### src/rtl/ip_pkt_pkg.sv
// ip_pkt_pkg: shared constants, FSM state type and header byte offsets
// for the IPv4 (IHL=5) + TCP (no options) receive parser.
package ip_pkt_pkg;

    localparam logic [7:0]  IP_VER_IHL = 8'h45;
    localparam logic [7:0]  PROTO_TCP  = 8'd6;
    localparam int unsigned HDR_BYTES  = 40;

    // Packet byte offsets of the header fields (big-endian multi-byte fields)
    localparam int unsigned OFF_VER_IHL  = 0;
    localparam int unsigned OFF_TOT_LEN  = 2;
    localparam int unsigned OFF_PROTO    = 9;
    localparam int unsigned OFF_SRC_IP   = 12;
    localparam int unsigned OFF_DST_IP   = 16;
    localparam int unsigned OFF_SRC_PORT = 20;
    localparam int unsigned OFF_DST_PORT = 22;
    localparam int unsigned OFF_SEQ      = 24;
    localparam int unsigned OFF_ACK      = 28;
    localparam int unsigned OFF_FLAGS    = 33;

    typedef enum logic [1:0] {
        HDR,
        PAYLOAD,
        DROP
    } state_t;

    // Byte lane within a 64-bit beat for a packet byte offset
    function automatic logic [2:0] lane(input int unsigned off);
        return 3'(off % 8);
    endfunction

    function automatic logic [7:0] get_byte(input logic [63:0] d, input logic [2:0] l);
        return d[{l, 3'b000} +: 8];
    endfunction

    function automatic logic [15:0] be16(input logic [63:0] d, input logic [2:0] l);
        return {get_byte(d, l), get_byte(d, l + 3'd1)};
    endfunction

    function automatic logic [31:0] be32(input logic [63:0] d, input logic [2:0] l);
        return {be16(d, l), be16(d, l + 3'd2)};
    endfunction

endpackage

### src/rtl/ip_csum_acc.sv
// ip_csum_acc: ones'-complement accumulator of up to four big-endian
// halfwords per beat, with a 17-bit end-around-carry register.
// Only built when IP_CSUM_CHECK_EN is defined.
`ifdef IP_CSUM_CHECK_EN
module ip_csum_acc (
    input  logic        clk,
    input  logic        rst_n,
    input  logic        clr,
    input  logic        add,
    input  logic [63:0] data,
    input  logic [3:0]  hw_en,
    output logic [15:0] sum
);

    logic [16:0] acc;
    logic [16:0] acc_next;
    logic [16:0] fold;

    function automatic logic [16:0] oc_add(input logic [16:0] a, input logic [15:0] h);
        return {1'b0, a[15:0]} + {16'h0, a[16]} + {1'b0, h};
    endfunction

    // Fold the enabled halfwords of this beat into the running sum
    always_comb begin
        acc_next = clr ? '0 : acc;
        if (add && hw_en[0]) acc_next = oc_add(acc_next, {data[7:0],   data[15:8]});
        if (add && hw_en[1]) acc_next = oc_add(acc_next, {data[23:16], data[31:24]});
        if (add && hw_en[2]) acc_next = oc_add(acc_next, {data[39:32], data[47:40]});
        if (add && hw_en[3]) acc_next = oc_add(acc_next, {data[55:48], data[63:56]});
    end

    // Accumulator register
    always_ff @(posedge clk or negedge rst_n) begin
        if (!rst_n) acc <= '0;
        else        acc <= acc_next;
    end

    assign fold = {1'b0, acc[15:0]} + {16'h0, acc[16]};
    assign sum  = fold[15:0] + {15'h0, fold[16]};

endmodule
`endif

### src/rtl/ip_packet_parser.sv
// ip_packet_parser: parses/filters the 40-byte IPv4+TCP header of a 64-bit
// AXI-Stream, emits a one-cycle header record and forwards the payload.
// Define IP_CSUM_CHECK_EN to also verify the IP header checksum.
module ip_packet_parser
    import ip_pkt_pkg::*;
#(
    parameter int unsigned CNT_W     = 16,
    parameter int unsigned HDR_BEATS = 5
) (
    input  logic             aclk,
    input  logic             aresetn,
    input  logic [31:0]      local_ip_addr,
    input  logic [15:0]      local_port,
    input  logic [63:0]      s_tdata,
    input  logic [7:0]       s_tkeep,
    input  logic             s_tvalid,
    input  logic             s_tlast,
    output logic             s_tready,
    output logic [63:0]      m_tdata,
    output logic [7:0]       m_tkeep,
    output logic             m_tvalid,
    output logic             m_tlast,
    input  logic             m_tready,
    output logic             hdr_valid,
    output logic [31:0]      hdr_src_ip,
    output logic [15:0]      hdr_src_port,
    output logic [31:0]      hdr_seq,
    output logic [31:0]      hdr_ack,
    output logic [7:0]       hdr_tcp_flags,
    output logic [15:0]      hdr_payload_len,
    output logic [CNT_W-1:0] pkt_ok_cnt,
    output logic [CNT_W-1:0] pkt_drop_cnt
);

    localparam logic [2:0]  LAST_HDR_BEAT = 3'(HDR_BEATS - 1);
    localparam logic [15:0] MIN_TOT_LEN   = 16'(HDR_BYTES);

    state_t      state, state_next;
    logic [2:0]  beat_cnt;
    logic        err_q;
    logic        beat_acc, hdr_beat, last_hdr;
    logic        beat_err, pkt_err, csum_bad;
    logic        ok_inc, drop_inc;
    logic [15:0] tot_len;
    logic [15:0] plen_q, src_port_q;
    logic [31:0] src_ip_q, seq_q, ack_q;

    assign beat_acc = s_tvalid & s_tready;
    assign hdr_beat = (state == HDR) & beat_acc;
    assign last_hdr = (beat_cnt == LAST_HDR_BEAT);
    assign tot_len  = be16(s_tdata, lane(OFF_TOT_LEN));

    // Header checks that apply to the beat currently on the input
    always_comb begin
        beat_err = (s_tkeep != '1);
        case (beat_cnt)
            3'd0: beat_err = beat_err
                           | (get_byte(s_tdata, lane(OFF_VER_IHL)) != IP_VER_IHL)
                           | (tot_len < MIN_TOT_LEN);
            3'd1: beat_err = beat_err | (get_byte(s_tdata, lane(OFF_PROTO)) != PROTO_TCP);
            3'd2: beat_err = beat_err
                           | (be32(s_tdata, lane(OFF_DST_IP)) != local_ip_addr)
                           | (be16(s_tdata, lane(OFF_DST_PORT)) != local_port);
            default: ;
        endcase
    end

`ifdef IP_CSUM_CHECK_EN
    logic [15:0] csum;

    // Halfwords 0-9 of the IP header: all of beats 0-1, first half of beat 2
    ip_csum_acc u_csum (
        .clk   (aclk),
        .rst_n (aresetn),
        .clr   (hdr_beat && (beat_cnt == 3'd0)),
        .add   (hdr_beat && (beat_cnt <= 3'd2)),
        .data  (s_tdata),
        .hw_en ((beat_cnt == 3'd2) ? 4'b0011 : 4'b1111),
        .sum   (csum)
    );

    assign csum_bad = last_hdr & (csum != 16'hFFFF);
`else
    assign csum_bad = 1'b0;
`endif

    // Sticky error is ignored on beat 0 so each packet starts clean
    assign pkt_err  = ((beat_cnt != 3'd0) & err_q) | beat_err | csum_bad;
    assign ok_inc   = hdr_beat & last_hdr & ~pkt_err;
    assign drop_inc = hdr_beat & ((s_tlast & ~last_hdr) | (last_hdr & pkt_err));

    // State register
    always_ff @(posedge aclk or negedge aresetn) begin
        if (!aresetn) state <= HDR;
        else          state <= state_next;
    end

    // Next state and stream handshake/pass-through outputs
    always_comb begin
        state_next = state;
        s_tready   = 1'b1;
        m_tdata    = '0;
        m_tkeep    = '0;
        m_tvalid   = 1'b0;
        m_tlast    = 1'b0;
        case (state)
            HDR: begin
                if (hdr_beat && last_hdr && !s_tlast)
                    state_next = pkt_err ? DROP : PAYLOAD;
            end
            PAYLOAD: begin
                s_tready = m_tready;
                m_tdata  = s_tdata;
                m_tkeep  = s_tkeep;
                m_tvalid = s_tvalid;
                m_tlast  = s_tlast;
                if (beat_acc && s_tlast) state_next = HDR;
            end
            DROP: begin
                if (beat_acc && s_tlast) state_next = HDR;
            end
            default: state_next = HDR;
        endcase
    end

    // Header beat counter, sticky error and per-beat field capture
    always_ff @(posedge aclk or negedge aresetn) begin
        if (!aresetn) begin
            beat_cnt   <= '0;
            err_q      <= 1'b0;
            plen_q     <= '0;
            src_ip_q   <= '0;
            src_port_q <= '0;
            seq_q      <= '0;
            ack_q      <= '0;
        end else if (hdr_beat) begin
            beat_cnt <= (s_tlast || last_hdr) ? '0 : beat_cnt + 3'd1;
            err_q    <= pkt_err;
            case (beat_cnt)
                3'd0: if (tot_len >= MIN_TOT_LEN) plen_q <= tot_len - MIN_TOT_LEN;
                3'd1: src_ip_q   <= be32(s_tdata, lane(OFF_SRC_IP));
                3'd2: src_port_q <= be16(s_tdata, lane(OFF_SRC_PORT));
                3'd3: begin
                    seq_q <= be32(s_tdata, lane(OFF_SEQ));
                    ack_q <= be32(s_tdata, lane(OFF_ACK));
                end
                default: ;
            endcase
        end
    end

    // Header record publication and saturating packet counters
    always_ff @(posedge aclk or negedge aresetn) begin
        if (!aresetn) begin
            hdr_valid       <= 1'b0;
            hdr_src_ip      <= '0;
            hdr_src_port    <= '0;
            hdr_seq         <= '0;
            hdr_ack         <= '0;
            hdr_tcp_flags   <= '0;
            hdr_payload_len <= '0;
            pkt_ok_cnt      <= '0;
            pkt_drop_cnt    <= '0;
        end else begin
            hdr_valid <= ok_inc;
            if (ok_inc) begin
                hdr_src_ip      <= src_ip_q;
                hdr_src_port    <= src_port_q;
                hdr_seq         <= seq_q;
                hdr_ack         <= ack_q;
                hdr_tcp_flags   <= get_byte(s_tdata, lane(OFF_FLAGS));
                hdr_payload_len <= plen_q;
            end
            if (ok_inc && (pkt_ok_cnt != '1))     pkt_ok_cnt   <= pkt_ok_cnt + 1'b1;
            if (drop_inc && (pkt_drop_cnt != '1)) pkt_drop_cnt <= pkt_drop_cnt + 1'b1;
        end
    end

endmodule

### config.mk
export PLATFORM = sky130hd
export DESIGN_NAME = ip_packet_parser
export DESIGN_NICKNAME = d
export VERILOG_FILES = /design/src/rtl/ip_pkt_pkg.sv /design/src/rtl/ip_csum_acc.sv /design/src/rtl/ip_packet_parser.sv
export SDC_FILE = /design/constraint.sdc
export NUM_CORES = 1
export LEC_CHECK = 0
export ABC_AREA = 0
export ABC_CLOCK_PERIOD_IN_PS = 3100
export CAP_MARGIN = 20
export CORE_AREA = 10 10 176 178
export CTS_CLUSTER_SIZE = 20
export DETAILED_ROUTE_END_ITERATION = 16
export DIE_AREA = 0 0 186 188
export PLACE_DENSITY = 0.8
export SLEW_MARGIN = 10
export SYNTH_ARGS = -nofsm -noshare
export SYNTH_HDL_FRONTEND = slang
export SYNTH_SLANG_ARGS = --single-unit
export TNS_END_PERCENT = 100
### constraint.sdc
create_clock -name aclk -period 3.1 [get_ports aclk]
set_input_delay 0.31 -clock aclk [delete_from_list [all_inputs] [get_ports aclk]]
set_output_delay 0.31 -clock aclk [all_outputs]
set_load 0.1 [all_outputs]
==> metrics.md, run 1 <==
| Metric | Value |
|---|---|
| Vias in the first global route | `9,664` |
| Largest area contributor in the netlist | `dfrtp_1` |
| Setup violations, final | `0` |
| Die Y | `188 µm` |
| Post-CTS Hold Fix Bufs | `1` |
| Crit share post-route | `88.8%` |
| Layout Nets | `1,500` |
| Layout area overhead | `38.4%` |
| Synth Area in Simple Gates | `9.61%` |
| Worst-path clk slew | `0.06 ns` |
| Post-DP HPWL | `28,800 µm` |
| Slew HR | `31.2%` |
| Register area share after synthesis | `58.2%` |
| Crit path DAT | `3.17 ns` |
| Global-route wire length before repair | `57,600 µm` |
| WS Path Type | `flip-flop to flip-flop` |
| Gpl congestion | `0.847` |
| Routed WL | `38,200 µm` |
| 1st-pass router iterations | `5` |
| Initial antenna violation count | `1` |
| Compound-Gate Fraction of Synth Area | `1.63%` |
| Reg2reg path depth | `7` |
| Row count | `61` |
| Flop-to-flop setup slack | `0.35 ns` |
| Synth Flop Type | `dfrtp_1` |
| Clock period minus worst slack | `2.75 ns` |
| Initial Utilization | `47.4%` |
| Hold Fails Final Rpt | `0` |
| Delay of the slowest cell on the worst path | `0.62 ns` |
| Largest family of logic cells by synthesized area | `multiplexers` |
| Placed instance area | `0.0170 mm²` |
| DIE AREA | `0.0350 mm²` |
| Synth Area in Adders | `0.960%` |
| CTS Buf Count | `30` |
| RSZ-0062 raised after global routing | `false` |
| Post-CTS setup buffer count | `0` |
| Yosys warnings | `0` |
| Diodes inserted | `0` |
| PortBufs | `368` |
| CP max stage cell | `o21ai_4` |
| Residual DRC | `0` |
| GRT Total Usage | `21.2%` |
| Netlist cell types | `43` |
| Ys async rst share | `100%` |
| Post-route cell area | `0.0180 mm²` |
| Worst setup SP type | `flip-flop` |
| Worst-Skew Late Latency | `0.54 ns` |
| Max Fclk | `363 MHz` |
| Maxcap violations | `0` |
| Vias/cell | `5.26` |
| Status | `finished, final reports clean` |
| H-tree depth | `1` |
| Synth top area share | `58.2%` |
| Post-route total power | `0.0112 W` |
| Peak VDD IR | `356 µV` |
| Crit-path leading delay family | `compound AO/OA/AOI/OAI gates` |
| Pin count of the biggest net entering global routing | `85` |
| CP Buf/Inv Count | `2` |
| Core area | `0.0275 mm²` |
| Min-Delay Path Class | `primary input to async pin` |
| Clock skew | `0.00764 ns` |
| Global route total overflow | `0` |
| #FFs+latches synth | `303` |
| CTS resizes | `0` |
| Reg-to-Reg End | `hdr_seq[17]` |
| Mean post-synth cell area | `13.6 µm²` |
| Wire per inst | `22.1 µm` |
| Post-synthesis mux area share | `21.8%` |
| Detail Route Antenna Nets | `0` |
| Clk root buf | `clkbuf_16` |
| Maximum root-to-sink buffer count | `3` |
| CP cell instances | `inv_1, ha_1, nor2b_1, nor2_1, o21ai_4, buf_4, mux2_2` |
| Layout cell share with drive strength beyond 1 | `33.6%` |
| Post-Syn Nets | `1,095` |
| Post-synth EDFFs | `0` |
| Total clock sinks | `303` |
| CTS tree | `done` |
| Fillers | `2,041` |
| CP Max Fanout | `20` |
| Area share of xor/xnor cells in the synthesized design | `5.78%` |
| Worst path required time | `3.52 ns` |
| Leakage | `8.79 nW` |
| DRT iter0 DRCs | `404` |
| Mapped cell area | `0.0130 mm²` |
| Slew Viols, Final | `0` |
| PD cells | `620 mW/mm²` |
| Worst-Margin Slew | `1.03 ns` |
| CP Capture Type | `flip-flop` |
| Die width | `186 µm` |
| Gate Count Post-Synth | `960` |
| Synth top area cells | `dfrtp_1 58%, mux2_2 17%, xor2_1 4.6%` |
| Reg2reg start | `beat_cnt[0]` |
| Ports | `369` |
| Vias post-DR | `9,109` |
## worst register-to-register path: cells and delay by family, from the launching register on
family	cells	cell delay [ns]
multiplexers	1	0.38
AO/OA/AOI/OAI	1	0.62
flip-flops	1	0.43
buffers and inverters	2	0.50
adder cells (fa/ha/maj)	1	0.18
AND/OR/NAND/NOR	2	0.52
## sequential cells by signal, indices dropped and copies added, names as in the netlist
register	flops
beat_cnt	3
hdr_valid	1
err_q	1
hdr_seq	32
hdr_src_ip	32
src_ip_q	32
state	2
seq_q	32
src_port_q	16
hdr_ack	32
hdr_src_port	16
ack_q	32
hdr_payload_len	16
pkt_drop_cnt	16
pkt_ok_cnt	16
plen_q	16
hdr_tcp_flags	8
## stage by stage
stage	setup slack, ns	utilization, %	TNS (ns)	hold slack (ns)	cells
final	0.348	65.6	0	0.335	1731
after detailed placement	-0.0666	61.8	-2.98	0.359	1678
after CTS	0.262	65.6	0	0.380	1731
after floorplan	0.0818	-	0	0.0144	960
after global placement	-0.0374	61.8	-1.39	0.355	1678
after global routing	0.104	65.6	0	0.409	1731
## where the power goes
group	internal (W)	leakage [nW]	switching, W
clock network	0.00230	0.510	0.00147
registers	0.00484	4.00	0.000458
logic	0.00108	4.28	0.00103
total	0.00822	8.79	0.00296
## cell type report
cell class / count / area, µm² / share of cell area [%]
timing repair buffer: 417 / 3750 / 20.8
inverter: 10 / 37.5 / 0.208
clock inverter: 6 / 108 / 0.597
clock buffer: 46 / 932 / 5.17
multi-input combinational: 603 / 5190 / 28.8
tap: 346 / 433 / 2.40
sequential: 303 / 7580 / 42.0
## layout by cell type, fill, tap and decap left out, types with 2 or more instances in the layout
cell,count
dfrtp_1,303
mux2_2,201
clkbuf_1,5
nor4b_1,3
clkbuf_16,31
a21oi_1,4
and2_1,75
nor3b_1,2
buf_12,7
and3_1,9
ha_1,9
xnor2_1,18
clkdlybuf4s50_1,209
nor2_1,13
nand4_1,12
nor3_1,12
nand2_1,37
o21ai_0,17
bufinv_16,3
nor2b_1,2
clkbuf_8,10
o22ai_1,3
buf_4,199
clkinv_2,2
nand2b_1,2
or2_2,4
xor2_1,68
or3_1,2
nor4_1,20
mux2_1,51
inv_1,10
nor4bb_1,2
nand3_1,20
## kinds of logic (layout without fill, tap and decap cells)
| family | after synthesis | in the layout |
|---|---|---|
| flip-flops | 303 | 303 |
| multiplexers | 252 | 252 |
| AND/OR/NAND/NOR | 221 | 221 |
| XOR/XNOR | 86 | 86 |
| buffers and inverters | 54 | 479 |
| AO/OA/AOI/OAI | 34 | 34 |
| adder cells (fa/ha/maj) | 10 | 10 |
## Yosys cell counts, types with 6 or more instances
library cell and number:
dfrtp_1 303, mux2_2 201, and2_1 75, xor2_1 68, mux2_1 51, nand2_1 38
clkbuf_1 20, nand3_1 20, nor4_1 20, xnor2_1 18, o21ai_0 17, buf_2 14
nor2_1 13, nand4_1 12, nor3_1 12, and3_1 10, ha_1 10, inv_1 10
buf_6 6
## metal layers
metal  global-route usage [%]  vias up  share of wire, %
met1                     26.6     4598                42
met5                        0        -                 0
li1                         -     4148                 -
met3                     5.05       58               6.9
met4                     6.30        0               2.8
met2                     35.5      305                49
## worst max-delay path by stage
stage                      from  depth (start not counted)  slack, ns                  to
detailed placement  s_tdata[17]                          7      -0.07  hdr_payload_len[7]
finish              beat_cnt[0]                          7       0.35         hdr_seq[17]
global route        beat_cnt[0]                          7       0.10    hdr_tcp_flags[3]
CTS                 beat_cnt[0]                          7       0.26  hdr_payload_len[7]
floorplan              state[1]                          9       0.08           ack_q[13]
global placement    s_tdata[17]                          7      -0.04          hdr_seq[5]
Power figures use the tool's default switching activity.
==> run 2, diff against run 1 <==
--- a/config.mk
+++ b/config.mk
@@ -12,7 +12,7 @@
 export CTS_CLUSTER_SIZE = 20
 export DETAILED_ROUTE_END_ITERATION = 16
 export DIE_AREA = 0 0 186 188
-export PLACE_DENSITY = 0.8
+export PLACE_DENSITY = 0.79
 export SLEW_MARGIN = 10
 export SYNTH_ARGS = -nofsm -noshare
 export SYNTH_HDL_FRONTEND = slang
==> run 2 against run 1 <==
Count of clock-buffer cells in the layout is 1 lower. Die area stayed put. Setup slack better by 0.11 ns. Sequential share of layout area hardly changed. Flip-flop and latch count stayed put. Routed wire length is 1.4% lower. Cell count is 0.29% lower. Utilization hardly changed. Critical path type is now flip-flop to output port.
==> metrics.md, run 2 (same netlist as run 1, synthesis figures left out) <==
| Metric | Value |
|---|---|
| Ports | `369 (unchanged)` |
| Reg2reg path depth | `10 (was 7)` |
| CP Max Fanout | `74 (was 20)` |
| Routed WL | `37,700 µm (was 38,200 µm)` |
| Peak VDD IR | `426 µV (was 356 µV)` |
| Initial antenna violation count | `2 (was 1)` |
| Global route total overflow | `0 (unchanged)` |
| CP cell instances | `inv_1, ha_2, buf_4, and2_1, buf_4 (was inv_1, ha_1, nor2b_1, nor2_1, o21ai_4, buf_4, mux2_2)` |
| Crit share post-route | `85.1% (was 88.8%)` |
| Global-route wire length before repair | `57,900 µm (was 57,600 µm)` |
| Most frequent cells in the layout | `303 x dfrtp_1, 204 x clkdlybuf4s50_1, 201 x mux2_2 (was 303 x dfrtp_1, 209 x clkdlybuf4s50_1, 201 x mux2_2)` |
| Total clock sinks | `303 (unchanged)` |
| Reg area | `0.00758 mm² (unchanged)` |
| Die Y | `188 µm (unchanged)` |
| Reg-to-Reg End | `hdr_src_ip[23] (was hdr_seq[17])` |
| Multi-input gate area | `0.00519 mm² (unchanged)` |
| Max Fclk | `379 MHz (was 363 MHz)` |
| H-tree depth | `1 (unchanged)` |
| Slew HR | `31.3% (was 31.2%)` |
| Pin count of the biggest net entering global routing | `86 (was 85)` |
| Vias post-DR | `8,948 (was 9,109)` |
| Hold Fails Final Rpt | `0 (unchanged)` |
| Residual DRC | `0 (unchanged)` |
| Worst-path clk slew | `0.06 ns (about the same)` |
| Core area | `0.0275 mm² (unchanged)` |
| Layout cell share with drive strength beyond 1 | `33.7% (was 33.6%)` |
| Reg2reg start | `beat_cnt[0] (unchanged)` |
| RSZ-0062 raised after global routing | `false (unchanged)` |
| Most common cell after layout, fill and taps aside | `dfrtp_1 (unchanged)` |
| Maxcap violations | `0 (unchanged)` |
| CP max stage cell | `buf_4 (was o21ai_4)` |
| Gpl congestion | `0.845 (was 0.847)` |
| Post-route total power | `0.0113 W (was 0.0112 W)` |
| Status | `finished, final reports clean (unchanged)` |
| Fillers | `2,045 (was 2,041)` |
| Min-Delay Path Class | `primary input to async pin (unchanged)` |
| Flop-to-flop setup slack | `0.60 ns (was 0.35 ns)` |
| Clock period minus worst slack | `2.64 ns (was 2.75 ns)` |
| DIE AREA | `0.0350 mm² (unchanged)` |
| Slew Viols, Final | `0 (unchanged)` |
| Die width | `186 µm (unchanged)` |
| Detail Route Antenna Nets | `0 (unchanged)` |
| Delay of the slowest cell on the worst path | `0.52 ns (was 0.62 ns)` |
| Worst path required time | `2.79 ns (was 3.52 ns)` |
| Worst-Margin Slew | `1.03 ns (about the same)` |
| Post-CTS setup buffer count | `0 (unchanged)` |
| Vias in the first global route | `9,618 (was 9,664)` |
| GRT Total Usage | `21.1% (was 21.2%)` |
| Layout Nets | `1,490 (was 1,500)` |
| Leakage | `8.80 nW (was 8.79 nW)` |
| Row count | `61 (unchanged)` |
| PD cells | `627 mW/mm² (was 620 mW/mm²)` |
| CTS tree | `done (unchanged)` |
| Wire per inst | `21.8 µm (was 22.1 µm)` |
| Initial Utilization | `47.4% (unchanged)` |
| Vias/cell | `5.18 (was 5.26)` |
| Worst setup SP type | `flip-flop (unchanged)` |
| Clk root buf | `clkbuf_16 (unchanged)` |
| Post-DP HPWL | `28,200 µm (was 28,800 µm)` |
| Setup TNS | `0 ns (unchanged)` |
| PortBufs | `368 (unchanged)` |
| 1st-pass router iterations | `4 (was 5)` |
| Setup violations, final | `0 (unchanged)` |
| DRT iter0 DRCs | `457 (was 404)` |
| Crit path DAT | `2.33 ns (was 3.17 ns)` |
| WS Path Type | `flip-flop to output port (was flip-flop to flip-flop)` |
| Maximum root-to-sink buffer count | `3 (unchanged)` |
| Worst-Skew Late Latency | `0.54 ns (about the same)` |
| CTS Buf Count | `30 (unchanged)` |
| Layout area overhead | `38.4% (about the same)` |
| CP Capture Type | `output port (was flip-flop)` |
| CP dominant cell by count | `buf_4` |
| Clock skew | `0.00653 ns (was 0.00764 ns)` |
## run 2: cell types whose count changed in the layout (fill, tap and decap cells not counted), sizes merged
cell | before | now
bufinv | 3 | 4
clkdlybuf4s50 | 209 | 204
buf | 207 | 202
clkinvlp | 1 | 0
diode | 0 | 2
clkinv | 2 | 6
clkbuf | 46 | 45
## run 2: area by class of cell
class	count	area share, %
clock buffer	45	5.15
clock inverter	10	0.853
inverter	10	0.208
tap	346	2.40
sequential	303	42.0
antenna	2	0.0278
timing repair buffer	407	20.5
multi-input combinational	603	28.8
## run 2: what timing repair did
item | in CTS | in global routing
hold buffers | 1 | 0
resized for setup | 0 | 0
endpoints found under the setup margin | 0 | 0
hold endpoints to repair | 80 | 0
## run 2: worst max path at each step
stage	slack, ns	start	cells past startpoint	to
3_5_place_dp	0.16	s_tdata[0]	8	hdr_src_ip[23]
5_1_grt	0.33	state[1]	5	m_tdata[4]
4_1_cts	0.43	state[1]	5	m_tdata[4]
3_3_place_gp	0.20	s_tdata[0]	7	pkt_ok_cnt[1]
6_report	0.46	state[1]	5	m_tdata[4]
2_1_floorplan	0.08	state[1]	9	ack_q[13]
## run 2: stage by stage
stage                     util, %  cells  hold slack (ns)  setup slack (ns)  instance area [µm²]
after global routing         65.6   1726            0.414             0.329                18000
after detailed placement     61.6   1668            0.367             0.161                16900
after floorplan                 -    960           0.0144            0.0818                13000
after global placement       61.6   1668            0.359             0.202                16900
after CTS                    65.6   1724            0.384             0.431                18000
final                        65.6   1726            0.371             0.463                18000
## run 2: power breakdown
part	leakage [nW]	switching (W)	internal (W)	total, W
registers	4.00	0.000466	0.00484	0.00531
clock network	0.539	0.00150	0.00239	0.00389
logic	4.26	0.00102	0.00109	0.00211
## run 2: per-layer routing
metal	global-route usage, %	up-vias	share of wire, %
met4	5.46	0	2.1
li1	-	4144	-
met5	0	-	0
met1	26.2	4511	40
met2	36.0	245	50
met3	5.18	48	7.4
## run 2: critical path: cells and delay by family (launching register included)
| family | cells | cell delay [ns] |
|---|---|---|
| simple gates | 1 | 0.28 |
| fa+ha+maj | 1 | 0.18 |
| buf+inv | 3 | 0.92 |
| flops | 1 | 0.35 |
